<file path="config.mk">
export PLATFORM = sky130hd
export DESIGN_NAME = fb_adder_bist
export DESIGN_NICKNAME = d
export VERILOG_FILES = /design/src/rtl/fb_adder_bist.sv
export SDC_FILE = /design/constraint.sdc
export NUM_CORES = 1
export LEC_CHECK = 0
export CAP_MARGIN = 20
export CORE_AREA = 4 4 82 84
export CTS_BUF_LIST = sky130_fd_sc_hd__clkbuf_4
export DETAILED_ROUTE_END_ITERATION = 10
export DIE_AREA = 0 0 86 88
export PLACE_DENSITY = 0.67
export SKIP_CTS_REPAIR_TIMING = 1
export SLEW_MARGIN = 20
export SYNTH_ARGS = -nofsm -noshare
export SYNTH_HDL_FRONTEND = slang
export SYNTH_SLANG_ARGS = --single-unit
</file>
<file path="constraint.sdc">
create_clock -name clk -period 5.5 [get_ports clk]
set_input_delay 1.65 -clock clk [delete_from_list [all_inputs] [get_ports clk]]
set_output_delay 1.65 -clock clk [all_outputs]
set_load 0.01 [all_outputs]
</file>
<file path="src/rtl/fb_adder_bist.sv">
// -----------------------------------------------------------------------------
// fb_adder_bist
//   Built-in self-test engine for the 4-bit ripple adder fb_adder. Walks all
//   512 {cin, a, b} vectors in ascending order (b in the LSBs), waits
//   SETTLE_CYCLES after each new vector, then compares {cout, s} with the
//   internally computed a + b + cin. Reports pass/fail, a saturating error
//   count and the index of the first failing vector.
//
//   Optional build macro: FB_ADDER_BIST_STOP_ON_FAIL_EN
//     When defined, the run stops at the first mismatch and the failing
//     vector is left on a/b/cin for debug.
//
// Parameters
//   SETTLE_CYCLES  cycles between operand update and response sampling (1..15)
//   ERR_W          width of the saturating error counter
//
// Ports
//   clk         in   system clock, rising edge
//   rst_n       in   asynchronous active-low reset
//   start       in   single-cycle pulse; starts a run from IDLE or DONE
//   s           in   sum from the adder under test
//   cout        in   carry-out from the adder under test
//   a, b, cin   out  registered operands driven into the adder
//   busy        out  high while a run is in progress
//   done        out  high once a run completes, held until the next start
//   pass        out  valid with done; 1 when no mismatch was counted
//   err_cnt     out  number of mismatching vectors, saturating at all-ones
//   first_fail  out  {cin,a,b} index of the first mismatch, 0 if none
// -----------------------------------------------------------------------------
module fb_adder_bist #(
  parameter int SETTLE_CYCLES = 1,
  parameter int ERR_W         = 10
) (
  input  logic             clk,
  input  logic             rst_n,
  input  logic             start,
  input  logic [3:0]       s,
  input  logic             cout,
  output logic [3:0]       a,
  output logic [3:0]       b,
  output logic             cin,
  output logic             busy,
  output logic             done,
  output logic             pass,
  output logic [ERR_W-1:0] err_cnt,
  output logic [8:0]       first_fail
);

  localparam logic [2:0] ST_IDLE  = 3'd0;
  localparam logic [2:0] ST_DRIVE = 3'd1;
  localparam logic [2:0] ST_WAIT  = 3'd2;
  localparam logic [2:0] ST_CHECK = 3'd3;
  localparam logic [2:0] ST_DONE  = 3'd4;

  localparam logic [3:0]       SETTLE_LD = 4'(SETTLE_CYCLES);
  localparam logic [ERR_W-1:0] ERR_ONE   = ERR_W'(1);
  localparam logic [ERR_W-1:0] ERR_MAX   = '1;
  localparam logic [8:0]       LAST_IDX  = 9'd511;

  logic [2:0]       state_q, state_d;
  logic [8:0]       idx_q, idx_d;
  logic [3:0]       cnt_q, cnt_d;
  logic [8:0]       vec_q, vec_d;     // {cin, a, b} as presented to the adder
  logic             busy_q, busy_d;
  logic             done_q, done_d;
  logic             pass_q, pass_d;
  logic [ERR_W-1:0] err_q, err_d;
  logic [8:0]       first_q, first_d;

  logic [4:0] expected;
  logic       mismatch;

  // Expected value comes from the registered operands, so the compare is
  // always against the vector that has been settling on the adder inputs.
  assign expected = {1'b0, vec_q[7:4]} + {1'b0, vec_q[3:0]} + {4'b0000, vec_q[8]};
  assign mismatch = ({cout, s} != expected);

  always_comb begin
    // NOTE: every next-state variable gets its hold value first so no path
    // through the case statement can leave one unassigned and infer a latch.
    state_d = state_q;
    idx_d   = idx_q;
    cnt_d   = cnt_q;
    vec_d   = vec_q;
    busy_d  = busy_q;
    done_d  = done_q;
    pass_d  = pass_q;
    err_d   = err_q;
    first_d = first_q;

    case (state_q)
      ST_IDLE, ST_DONE: begin
        if (start) begin
          err_d   = '0;
          first_d = '0;
          pass_d  = 1'b0;
          done_d  = 1'b0;
          idx_d   = '0;
          busy_d  = 1'b1;
          state_d = ST_DRIVE;
        end
      end

      ST_DRIVE: begin
        vec_d   = idx_q;
        cnt_d   = SETTLE_LD;
        state_d = ST_WAIT;
      end

      // Leaving on a count of 1 makes WAIT last exactly SETTLE_CYCLES cycles.
      ST_WAIT: begin
        cnt_d = cnt_q - 4'd1;
        if (cnt_q == 4'd1) state_d = ST_CHECK;
      end

      ST_CHECK: begin
        if (mismatch) begin
          if (err_q != ERR_MAX) err_d = err_q + ERR_ONE;
          if (err_q == '0)      first_d = idx_q;
        end
`ifdef FB_ADDER_BIST_STOP_ON_FAIL_EN
        if (mismatch) begin
          state_d = ST_DONE;
          busy_d  = 1'b0;
          done_d  = 1'b1;
          pass_d  = 1'b0;
        end else
`endif
        if (idx_q == LAST_IDX) begin
          // pass is taken from the updated count so a failure on the last
          // vector is reflected.
          state_d = ST_DONE;
          busy_d  = 1'b0;
          done_d  = 1'b1;
          pass_d  = (err_d == '0);
        end else begin
          idx_d   = idx_q + 9'd1;
          state_d = ST_DRIVE;
        end
      end

      default: state_d = ST_IDLE;
    endcase
  end

  // NOTE: state registers use non-blocking assignments so every flop samples
  // its pre-edge value regardless of statement order.
  always_ff @(posedge clk or negedge rst_n) begin
    if (!rst_n) begin
      state_q <= ST_IDLE;
      idx_q   <= '0;
      cnt_q   <= '0;
      vec_q   <= '0;
      busy_q  <= 1'b0;
      done_q  <= 1'b0;
      pass_q  <= 1'b0;
      err_q   <= '0;
      first_q <= '0;
    end else begin
      state_q <= state_d;
      idx_q   <= idx_d;
      cnt_q   <= cnt_d;
      vec_q   <= vec_d;
      busy_q  <= busy_d;
      done_q  <= done_d;
      pass_q  <= pass_d;
      err_q   <= err_d;
      first_q <= first_d;
    end
  end

  assign cin        = vec_q[8];
  assign a          = vec_q[7:4];
  assign b          = vec_q[3:0];
  assign busy       = busy_q;
  assign done       = done_q;
  assign pass       = pass_q;
  assign err_cnt    = err_q;
  assign first_fail = first_q;

endmodule

</file>
======== After elaboration in Yosys (flattened, before gate mapping) ========
Index checks and enable logic that the tools add are counted.
operators by class
  multiply operators ...................... 0
  eq/ne operators ......................... 14
  reductions and logical operators ........ 11
  div/mod/pow operators ................... 0
  bitwise logic cells ..................... 0
  magnitude comparators ................... 0
  shifts and indexed selects .............. 0
  add/subtract/negate cells ............... 5
  multiplexer cells ....................... 24
operators by type and width
  kind                                                             count
  10-bit two-way mux                                               4
  9-bit two-way mux                                                4
  9-bit one-hot mux with 2 select lines                            2
  10-bit logical NOT                                               2
  10-bit one-hot mux with 2 select lines                           1
  2-bit != test, second input constant                             6
  3-bit one-hot mux with 4 select lines                            1
  10-bit by 1-bit adder with 10-bit output, second input constant  1
  10-bit != test, second input constant                            1
  9-bit by 1-bit adder with 9-bit output, second input constant    1
  9-bit == test, second input constant                             1
  3-bit two-way mux                                                3
  4-bit one-hot mux with 2 select lines                            1
  3-bit by 2-bit == test with 1-bit output, second input constant  2
  1-bit one-hot mux with 2 select lines                            3
  3-bit AND reduction                                              2
  4-bit by 4-bit adder with 5-bit output                           1
  5-bit by 1-bit adder with 5-bit output                           1
  1-bit two-way mux                                                5
  5-bit != test                                                    1
  4-bit by 1-bit == test with 1-bit output, second input constant  1
  2-bit AND reduction                                              2
  4-bit AND reduction                                              1
  2-bit nonzero test                                               2
  other kinds (5)                                                  5
word-level totals
  RAM bits ................................ 0
  word-level logic and storage cells ...... 63
  input port bits ......................... 8
  register bits ........................... 47
  bits in latches ......................... 0
  memories kept ........................... 0
  output and inout port bits .............. 31
  bits in read-only memories .............. 0

======== Longest topological paths before layout ========
Gate-level depths: netlist (run 1).
  depth in word-level cells ............... 8
  depth in mapped cells ................... 11
  gate-level depth less buffers ........... 11

======== Worst setup path after synthesis (run 1) ========
No wires, ideal clock.
  kind .................................... input to register
  from .................................... in s[2]
  to ...................................... reg pass_q, in the netlist pass
  stages on the path ...................... 7
  setup slack ............................. 2.172 ns
  path buffers ............................ 0
  arrival ................................. 3.233 ns
  cell sequence ........................... xnor2_1 xnor2_1 or3_4 o211ai_1 mux2_2 a211o_1 o31ai_1
on the way
  longest elaborated chain between the ends .. 6
RTL lines
  item                                   line  RTL
  from (decl)                            37    input logic [3:0] s,
  5-bit != test                          76    assign mismatch = ({cout, s} != expected);
  10-bit two-way mux                     117   if (mismatch) begin
  10-bit two-way mux                     91    case (state_q)
  10-bit logical NOT                     135   pass_d = (err_d == '0);
  1-bit two-way mux                      129   if (idx_q == LAST_IDX) begin
  1-bit one-hot mux with 2 select lines  91
  to (signal assigned)                   166   pass_q <= pass_d;
  to (decl)                              66    logic pass_q, pass_d;
Every way passes these cells. The select of a mux whose other input is x is not followed.
A chain may end at the register's enable or synchronous reset.

======== Worst setup path in the final report (run 1) ========
Same ends and word-level chain as after synthesis.

==> results of run 1 <==
## per-layer routing
layer	wire length [um]	vias to the layer above	global-route usage, %
li1	-	1027	-
met1	2850	1011	23.8
met2	2670	53	26.9
met3	216	5	2.73
met4	66	0	4.75
met5	0	-	0
## state kept, by name, summed over array words and instances (netlist names)
| signal | count |
|---|---|
| cnt_q | 4 |
| pass | 1 |
| err_cnt | 10 |
| done | 1 |
| vec_q | 9 |
| state_q | 3 |
| busy | 1 |
| first_fail | 9 |
| idx_q | 9 |
## worst reg2reg max path, stage by stage (launching register included)
cell and delay, ns:
dfrtp_1 0.38, inv_1 0.08, fa_1 0.42, inv_1 0.08
fa_1 0.42, xor2_1 0.17, or3_4 0.42, o211ai_1 0.25
mux2_2 0.36, a211o_1 0.27, o31ai_1 0.21
## layout make-up
cell class              instances  share of cell area, %
clock buffers                   5                   1.21
clock inverters                 3                  0.647
inverters                      15                   1.82
multi-input cells             191                   42.8
flip-flops and latches         47                   38.0
well taps                      75                   3.03
repair buffers                 39                   12.5
## power by group through the flow
stage,combinational [uW],clock [uW],sequential (uW)
after floorplan,325,0,469
final,449,166,487
after global placement,442,0,491
after detailed placement,449,0,493
after global routing,507,188,501
after CTS,452,172,486
## cells by family (layout without fill, tap and decap cells)
family                   Yosys count  in the layout
AND/OR/NAND/NOR                   92             92
buffers and inverters             26             62
adder cells (fa/ha/maj)           11             11
flip-flops                        47             47
AO/OA/AOI/OAI                     66             66
XOR/XNOR                          12             12
multiplexers                      10             10
## stage by stage
stage          util (%)  hold slack, ns
2_1_floorplan         -           0.499
3_3_place_gp       51.2           0.464
3_5_place_dp       51.2           0.463
4_1_cts            52.2           0.496
5_1_grt            52.2           0.547
6_report           52.2           0.490
## worst paths after layout
path | start | to | slack (ns) | cells after the start
setup reg to reg | vec_q[4] | pass | 2.36 | 10
setup / recovery | s[2] | pass | 2.00 | 8
hold / removal | busy | busy | 0.49 | 2
max in group asynchronous | rst_n | busy | 3.82 | 1
hold reg to reg | busy | busy | 0.49 | 2
min in group asynchronous | rst_n | first_fail[7] | 1.27 | 1
## synthesized netlist by cell type, drive strengths merged, types with 3 or more instances
master,count,share of area [%]
nand4,5,1.2
or3,5,1.4
nand2,16,2.3
and3,3,0.72
nand3,10,1.9
xor2,6,2.0
clkbuf,4,0.57
inv,15,2.1
dfrtp,47,45
a22o,11,3.7
nor2,21,3.5
o21ai,19,3.6
ha,9,4.3
nor2b,4,0.95
a31oi,5,1.2
a21oi,15,2.9
xnor2,6,2.0
mux2,9,3.9
nand2b,3,0.72
nor4,6,2.6
nor3,10,1.9
buf,7,1.9
==> flow_summary.toml, run 1 <==
[worst_setup_path]
slowest_stage = "clkdlybuf4s50_1"
cpMostUsedCell = "xnor2_1"
arrival_ns = 3.78
max_stage_delay_ns = 0.47
critical_path.startpoint_type = "input pin"
critical_path_required_ns = 5.78
worstSetupPathType = "input pin to flip-flop"
end_kind = "flip-flop"
path_cells = "clkdlybuf4s50_1, xnor2_1, xnor2_1, or3_4, o211ai_1, mux2_2, a211o_1, o31ai_1"
worstPathMaxFanout = 4
crit_buf_inv = 1
crit_family = "compound AO/OA/AOI/OAI gates"

[grt]
groute.usage.overall_pct = 16.9
grt_antenna_before_repair = 0
grt_pass1_vias = 2091
grt_max_degree = 48
overflow = 0
grt_first_pass_wirelength_mm = 10.2

[floorplanning]
die_h_um = 88
die_area_mm2 = 0.00757
num_rows = 28
core_mm2 = 0.00592
die_width_um = 86
start_util_pct = 44.3
io_pins = 39

[synth]
synth_edf_count = 0
synthesis.nets = 283
synth_fa_ha_area_share_pct = 5.83
yosysSeqAreaShare_pct = 44.9
ys_async_sr_fraction_pct = 100
yosysWarnings = 0
synth_flop_cell = "dfrtp_1"
synth_area_mm2 = 0.00262
synth_xor_xnor_area_share_pct = 4.01
synth_seq_cells = 47
synth.area.mux_share_pct = 4.25
synth_simple_gate_area_share_pct = 20.2
synth_compound_area_share_pct = 16.3
synth_top_family_by_area = "simple AND/OR/NAND/NOR gates"
synth_cells = 264
ys_types = 51
synth.avg_cell_area_um2 = 9.92

[timing]
fin_ws_ns = 2.00
finalMaxSlewViolations = 0
finalSetupViolCount = 0
max_freq_mhz = 286
min_period_ns = 3.50
fin_worst_skew_ns = 0.0104
slew-limit-headroom_pct = 59.8
tns_ns = 0
rsz0062_at_grt = "false"
fin_crit_sh_pct = 63.6
hold_viol = 0
worst_pin_slew_ns = 0.603

[power_and_ir_drop]
seqPwrFrac_pct = 44.2
ir_drop_uv = 210
clkPwrFrac_pct = 15.1
combPwrFrac_pct = 40.7
power_uw = 1100
p_switching_uw = 455
p_int_uw = 647
p_sw_share_pct = 41.3
p_leak_uw = 0.00132
p_per_area_mw_per_mm2 = 356

[route]
drt_wl_total_mm = 5.80
via_per_inst = 5.59
drt-initial-drc-count = 132
wl_per_cell_um = 15.5
ant_nets = 0
drcViolationCount = 0
vias = 2096
drtPass1Iterations = 4

[place]
hpwl_mm = 4.24
port_buffers = 38
dpl.cell_count = 367
gp_congestion = 0.875
dpl_worst_slack_ns = 1.60
dpl-instance-area_mm2 = 0.00303

[cells_and_area]
synthToLayoutAreaGrowth_pct = 18.1
final_common_cell = "dfrtp_1"
antenna_cells = 0
final_cell_mix = "dfrtp_1, clkdlybuf4s50_1, nor2_1, o21ai_0, nand2_1"
final_cells = 375
fin_area_mm2 = 0.00309
multi_input_comb_area_mm2 = 0.00132
nets = 318
fillCellCount = 556
layout-drive-gt1-share_pct = 9.33
seqCellArea_mm2 = 0.00118

[clock_tree]
numCtsBuffers = 5
cts_tree = "yes"
cts.sink_count = 47
cts_buffer_depth = 2
cts-htree-levels = 2
clk_pin_slew_ns = 0.14
clkLatencyLatePin_ns = 0.37
cts_root_buf = "clkbuf_4"

[run_status]
status = "finished, final reports clean"

[worst_hold_path]
min_path_type = "flip-flop to flip-flop"

[job]
maxCapViolations = 0
(Power assumes the default switching activity.)
==> inputs of run 2 (changes only) <==
Clock period 5.5 ns to 3.22 ns, I/O delays scaled along.
==> run 2 against run 1 <==
Power is 73% higher. Via count up 0.24%. Worst hold slack better by 0.0042 ns. Non-clock buffer count grew 8. Core utilization rose by 0.97 points. Setup slack lost 1.9 ns. First-iteration DRC count shrank 36%. Sequential share of layout area down 0.69 points. Die area is the same.
==> flow_summary.toml, run 2 (same netlist as run 1, synthesis figures left out) <==
[route]
ant_nets = 0
via_per_inst = 5.49
drt_wl_total_mm = 5.84
vias = 2101
wl_per_cell_um = 15.2
drcViolationCount = 0
drt-initial-drc-count = 85
drtPass1Iterations = 4

[power_and_ir_drop]
p_leak_uw = 0.00135
ir_drop_uv = 353
p_per_area_mw_per_mm2 = 605
power_uw = 1910

[clock_tree]
clk_pin_slew_ns = 0.15
cts_root_buf = "clkbuf_4"
cts.sink_count = 47
numCtsBuffers = 5
clkLatencyLatePin_ns = 0.37
cts_tree = "yes"
cts_buffer_depth = 2
cts-htree-levels = 2

[floorplanning]
die_h_um = 88
core_mm2 = 0.00592
die_area_mm2 = 0.00757
die_width_um = 86
io_pins = 39
start_util_pct = 44.3
num_rows = 28

[place]
dpl.cell_count = 373
gp_congestion = 0.881
port_buffers = 38
hpwl_mm = 4.20

[worst_setup_path]
worstSetupStartpoint = "vec_q[4]"
critical_path.startpoint_type = "flip-flop"
critical_path_required_ns = 3.50
reg2reg_depth = 10
arrival_ns = 3.36
worstReg2RegStart = "vec_q[4]"
slowest_stage = "fa_1"
end_kind = "flip-flop"
worstPathMaxFanout = 4
worstSetupPathDepth = 10
path_cells = "inv_1, fa_1, inv_1, fa_1, xor2_1, or3_4, o211ai_1, mux2_2, a211o_1, o31ai_1"
crit_family = "adder cells"
max_stage_delay_ns = 0.43
worstSetupPathType = "flip-flop to flip-flop"
r2r_slack_ns = 0.14
endpoint = "pass"
reg2reg_to = "pass"
crit_buf_inv = 2

[grt]
grt_antenna_before_repair = 0
overflow = 0
groute.usage.overall_pct = 16.2
grt_pass1_vias = 1980
grt_first_pass_wirelength_mm = 9.81
grt_max_degree = 48

[cells_and_area]
antenna_cells = 0
largest_register_ffs = 10
fillCellCount = 540
synthToLayoutAreaGrowth_pct = 20.2
layout-drive-gt1-share_pct = 11.7
nets = 326
final_cells = 383
final_cell_mix = "dfrtp_1, clkdlybuf4s50_1, nor2_1, o21ai_0, nand2_1"
final_common_cell = "dfrtp_1"

[timing]
tns_ns = 0
max_freq_mhz = 324
fin_crit_sh_pct = 95.8
fin_worst_skew_ns = 0.0132
slew-limit-headroom_pct = 60.3
hold_viol = 0
finalSetupViolCount = 0
finalMaxSlewViolations = 0
worst_pin_slew_ns = 0.596
min_period_ns = 3.08
rsz0062_at_grt = "false"

[worst_hold_path]
hold_depth = 2
min_path_type = "flip-flop to flip-flop"

[run_status]
status = "finished, final reports clean"

[job]
maxCapViolations = 0
## run 2: layout make-up
type | instances | area (um2) | share of cell area (%)
multi-input combinational | 191 | 1320 | 42.0
sequential | 47 | 1180 | 37.3
timing repair buffer | 47 | 443 | 14.1
tap | 75 | 93.8 | 2.98
inverter | 15 | 56.3 | 1.79
clock buffer | 5 | 37.5 | 1.19
clock inverter | 3 | 20.0 | 0.635
## run 2: power breakdown
group	internal [uW]	leakage, uW	total (uW)	switching, uW
clock network	84.2	0.0000288	285	201
registers	683	0.000635	836	153
logic	356	0.000691	785	429
## run 2: worst min-delay path by stage
| stage | start | to |
|---|---|---|
| 6_report | busy | busy |
| 5_1_grt | busy | busy |
| 4_1_cts | busy | busy |
| 3_5_place_dp | busy | busy |
| 3_3_place_gp | busy | busy |
| 2_1_floorplan | idx_q[8] | vec_q[8] |
## run 2: routing by layer
metal / vias to the layer above / GRT usage [%] / part of all wire [%]
met5: - / 0 / 0
met4: 0 / 5.32 / 1.5
met3: 7 / 3.20 / 4.3
met2: 51 / 24.1 / 45
met1: 995 / 23.7 / 49
li1: 1048 / - / -
## run 2: worst reg2reg max path: stages, from the launching register on
cell and delay (ns):
dfrtp_1 0.38, inv_1 0.07, fa_1 0.43, inv_1 0.08, fa_1 0.42, xor2_1 0.17, or3_4 0.42, o211ai_1 0.23
mux2_2 0.36, a211o_1 0.26, o31ai_1 0.19
## run 2: per-stage QoR
step	utilization (%)	hold slack, ns	setup slack, ns	cell area [um2]
2_1_floorplan	-	0.499	0.206	2620
3_5_place_dp	52.0	0.471	0.0117	3080
5_1_grt	53.2	0.533	0.0186	3150
3_3_place_gp	52.0	0.468	0.0864	3080
4_1_cts	53.0	0.504	0.0669	3140
6_report	53.2	0.494	0.136	3150
==> inputs of run 3 (changes only) <==
Settings changed: CORE_AREA 4 4 82 84 to 4 4 79 81, CTS_BUF_LIST sky130_fd_sc_hd__clkbuf_4 to sky130_fd_sc_hd__clkbuf_16, DIE_AREA 0 0 86 88 to 0 0 83 85, PLACE_DENSITY 0.67 to 0.71.
Clock period 3.22 ns to 3.7 ns, I/O delays scaled along.
==> run 3 against run 2 <==
Clock skew fell by 0.0072 ns. Power shrank 3.5%. Maximum frequency decreased by 1.1%. Critical path depth stayed put.
==> flow_summary.toml, run 3 (same netlist as run 1, synthesis figures left out) <==
[run_status]
status = "finished, final reports clean"

[worst_hold_path]
min-delay-start = "busy"
hold_depth = 2
min_path_type = "flip-flop to flip-flop"

[cells_and_area]
multi_input_comb_area_mm2 = 0.00132
antenna_cells = 0
nets = 320
seqCellArea_mm2 = 0.00118
fin_area_mm2 = 0.00319
fin_util_pct = 58.3
final_cells = 374
largest_register_ffs = 10
fillCellCount = 473
final_cell_mix = "dfrtp_1, clkdlybuf4s50_1, nor2_1, o21ai_0"
final_common_cell = "dfrtp_1"
layout-drive-gt1-share_pct = 9.60
synthToLayoutAreaGrowth_pct = 21.7

[worst_setup_path]
end_kind = "flip-flop"
worstReg2RegStart = "vec_q[4]"
reg2reg_depth = 10
critical_path.startpoint_type = "flip-flop"
arrival_ns = 3.31
worstSetupPathType = "flip-flop to flip-flop"
worstSetupStartpoint = "vec_q[4]"
worstPathMaxFanout = 4
critical_path_required_ns = 3.89

[timing]
tns_ns = 0
rsz0062_at_grt = "false"
finalMaxSlewViolations = 0
fin_crit_sh_pct = 84.3
fin_worst_skew_ns = 0.00603
slew-limit-headroom_pct = 59.7
finalSetupViolCount = 0
max_freq_mhz = 321
worst_pin_slew_ns = 0.604
hold_viol = 0
min_period_ns = 3.12

[grt]
grt_first_pass_wirelength_mm = 10.1
grt_antenna_before_repair = 0
grt_max_degree = 48
groute.usage.overall_pct = 17.3
overflow = 0
grt_pass1_vias = 2119

[power_and_ir_drop]
seqPwrFrac_pct = 39.5
p_switching_uw = 698
clkPwrFrac_pct = 23.7
p_leak_uw = 0.00137
p_per_area_mw_per_mm2 = 577
p_int_uw = 1140
combPwrFrac_pct = 36.8
p_sw_share_pct = 37.9
ir_drop_uv = 290

[floorplanning]
num_rows = 27
die_width_um = 83
start_util_pct = 47.9
core_mm2 = 0.00547
io_pins = 39
die_h_um = 85
die_area_mm2 = 0.00706

[route]
via_per_inst = 5.69
drcViolationCount = 0
ant_nets = 0
vias = 2127
drt_wl_total_mm = 5.87
drt-initial-drc-count = 177
wl_per_cell_um = 15.7
drtPass1Iterations = 4

[place]
gp_congestion = 0.877
port_buffers = 38
dpl.cell_count = 366
hpwl_mm = 4.17
dpl-instance-area_mm2 = 0.00304

[clock_tree]
clkLatencyLatePin_ns = 0.29
clk_pin_slew_ns = 0.06
cts-htree-levels = 2
numCtsBuffers = 5
cts_tree = "yes"
cts_root_buf = "clkbuf_16"
cts.sink_count = 47
cts_buffer_depth = 2

[job]
maxCapViolations = 0
-- run 3: cell types whose count changed in the layout (fill, tap and decap cells not counted), sizes merged --
cell and delta:
clkinvlp -1, inv +1, buf -6
-- run 3: critical path: stages (launching register included) --
cell and delay (ns):
dfrtp_1 0.35, inv_1 0.07, fa_1 0.44, inv_1 0.08, fa_1 0.42, xor2_1 0.17, or3_4 0.43, o211ai_1 0.25
mux2_2 0.36, a211o_1 0.26, o31ai_1 0.18
-- run 3: through the flow --
step / hold WS (ns) / worst slack [ns] / power (uW)
3_5_place_dp: 0.467 / 0.357 / 1410
2_1_floorplan: 0.499 / 0.686 / 1180
5_1_grt: 0.513 / 0.393 / 1960
6_report: 0.474 / 0.581 / 1840
3_3_place_gp: 0.464 / 0.429 / 1390
4_1_cts: 0.482 / 0.575 / 1850
-- run 3: layout make-up --
class | instances | share of cell area, %
flip-flops and latches | 47 | 36.9
well taps | 72 | 2.83
inverters | 15 | 1.77
clock buffers | 5 | 3.92
repair buffers | 41 | 12.6
multi-input cells | 191 | 41.5
clock inverters | 3 | 0.510
-- run 3: layer usage --
metal  up-vias  global-route usage (%)  routed length, um
met5         -                       0                  0
met4         0                    6.54                 92
met3         8                    3.40                239
met1      1038                    23.8               2810
met2        56                    27.2               2730
li1       1025                       -                  -
-- run 3: worst paths after layout --
kind                                      end  slack, ns
max in group asynchronous          err_cnt[1]       2.46
min in group asynchronous       first_fail[3]       0.84
worst max register to register           pass       0.58
worst min register to register           busy       0.47
worst min-delay path                     busy       0.47
worst max-delay path                     pass       0.58
-- run 3: power groups by stage --
stage	logic [uW]	clock network, uW	registers, uW
floorplan	483	0	697
global placement	657	0	730
detailed placement	675	0	731
CTS	679	443	723
global route	754	462	746
finish	678	435	727
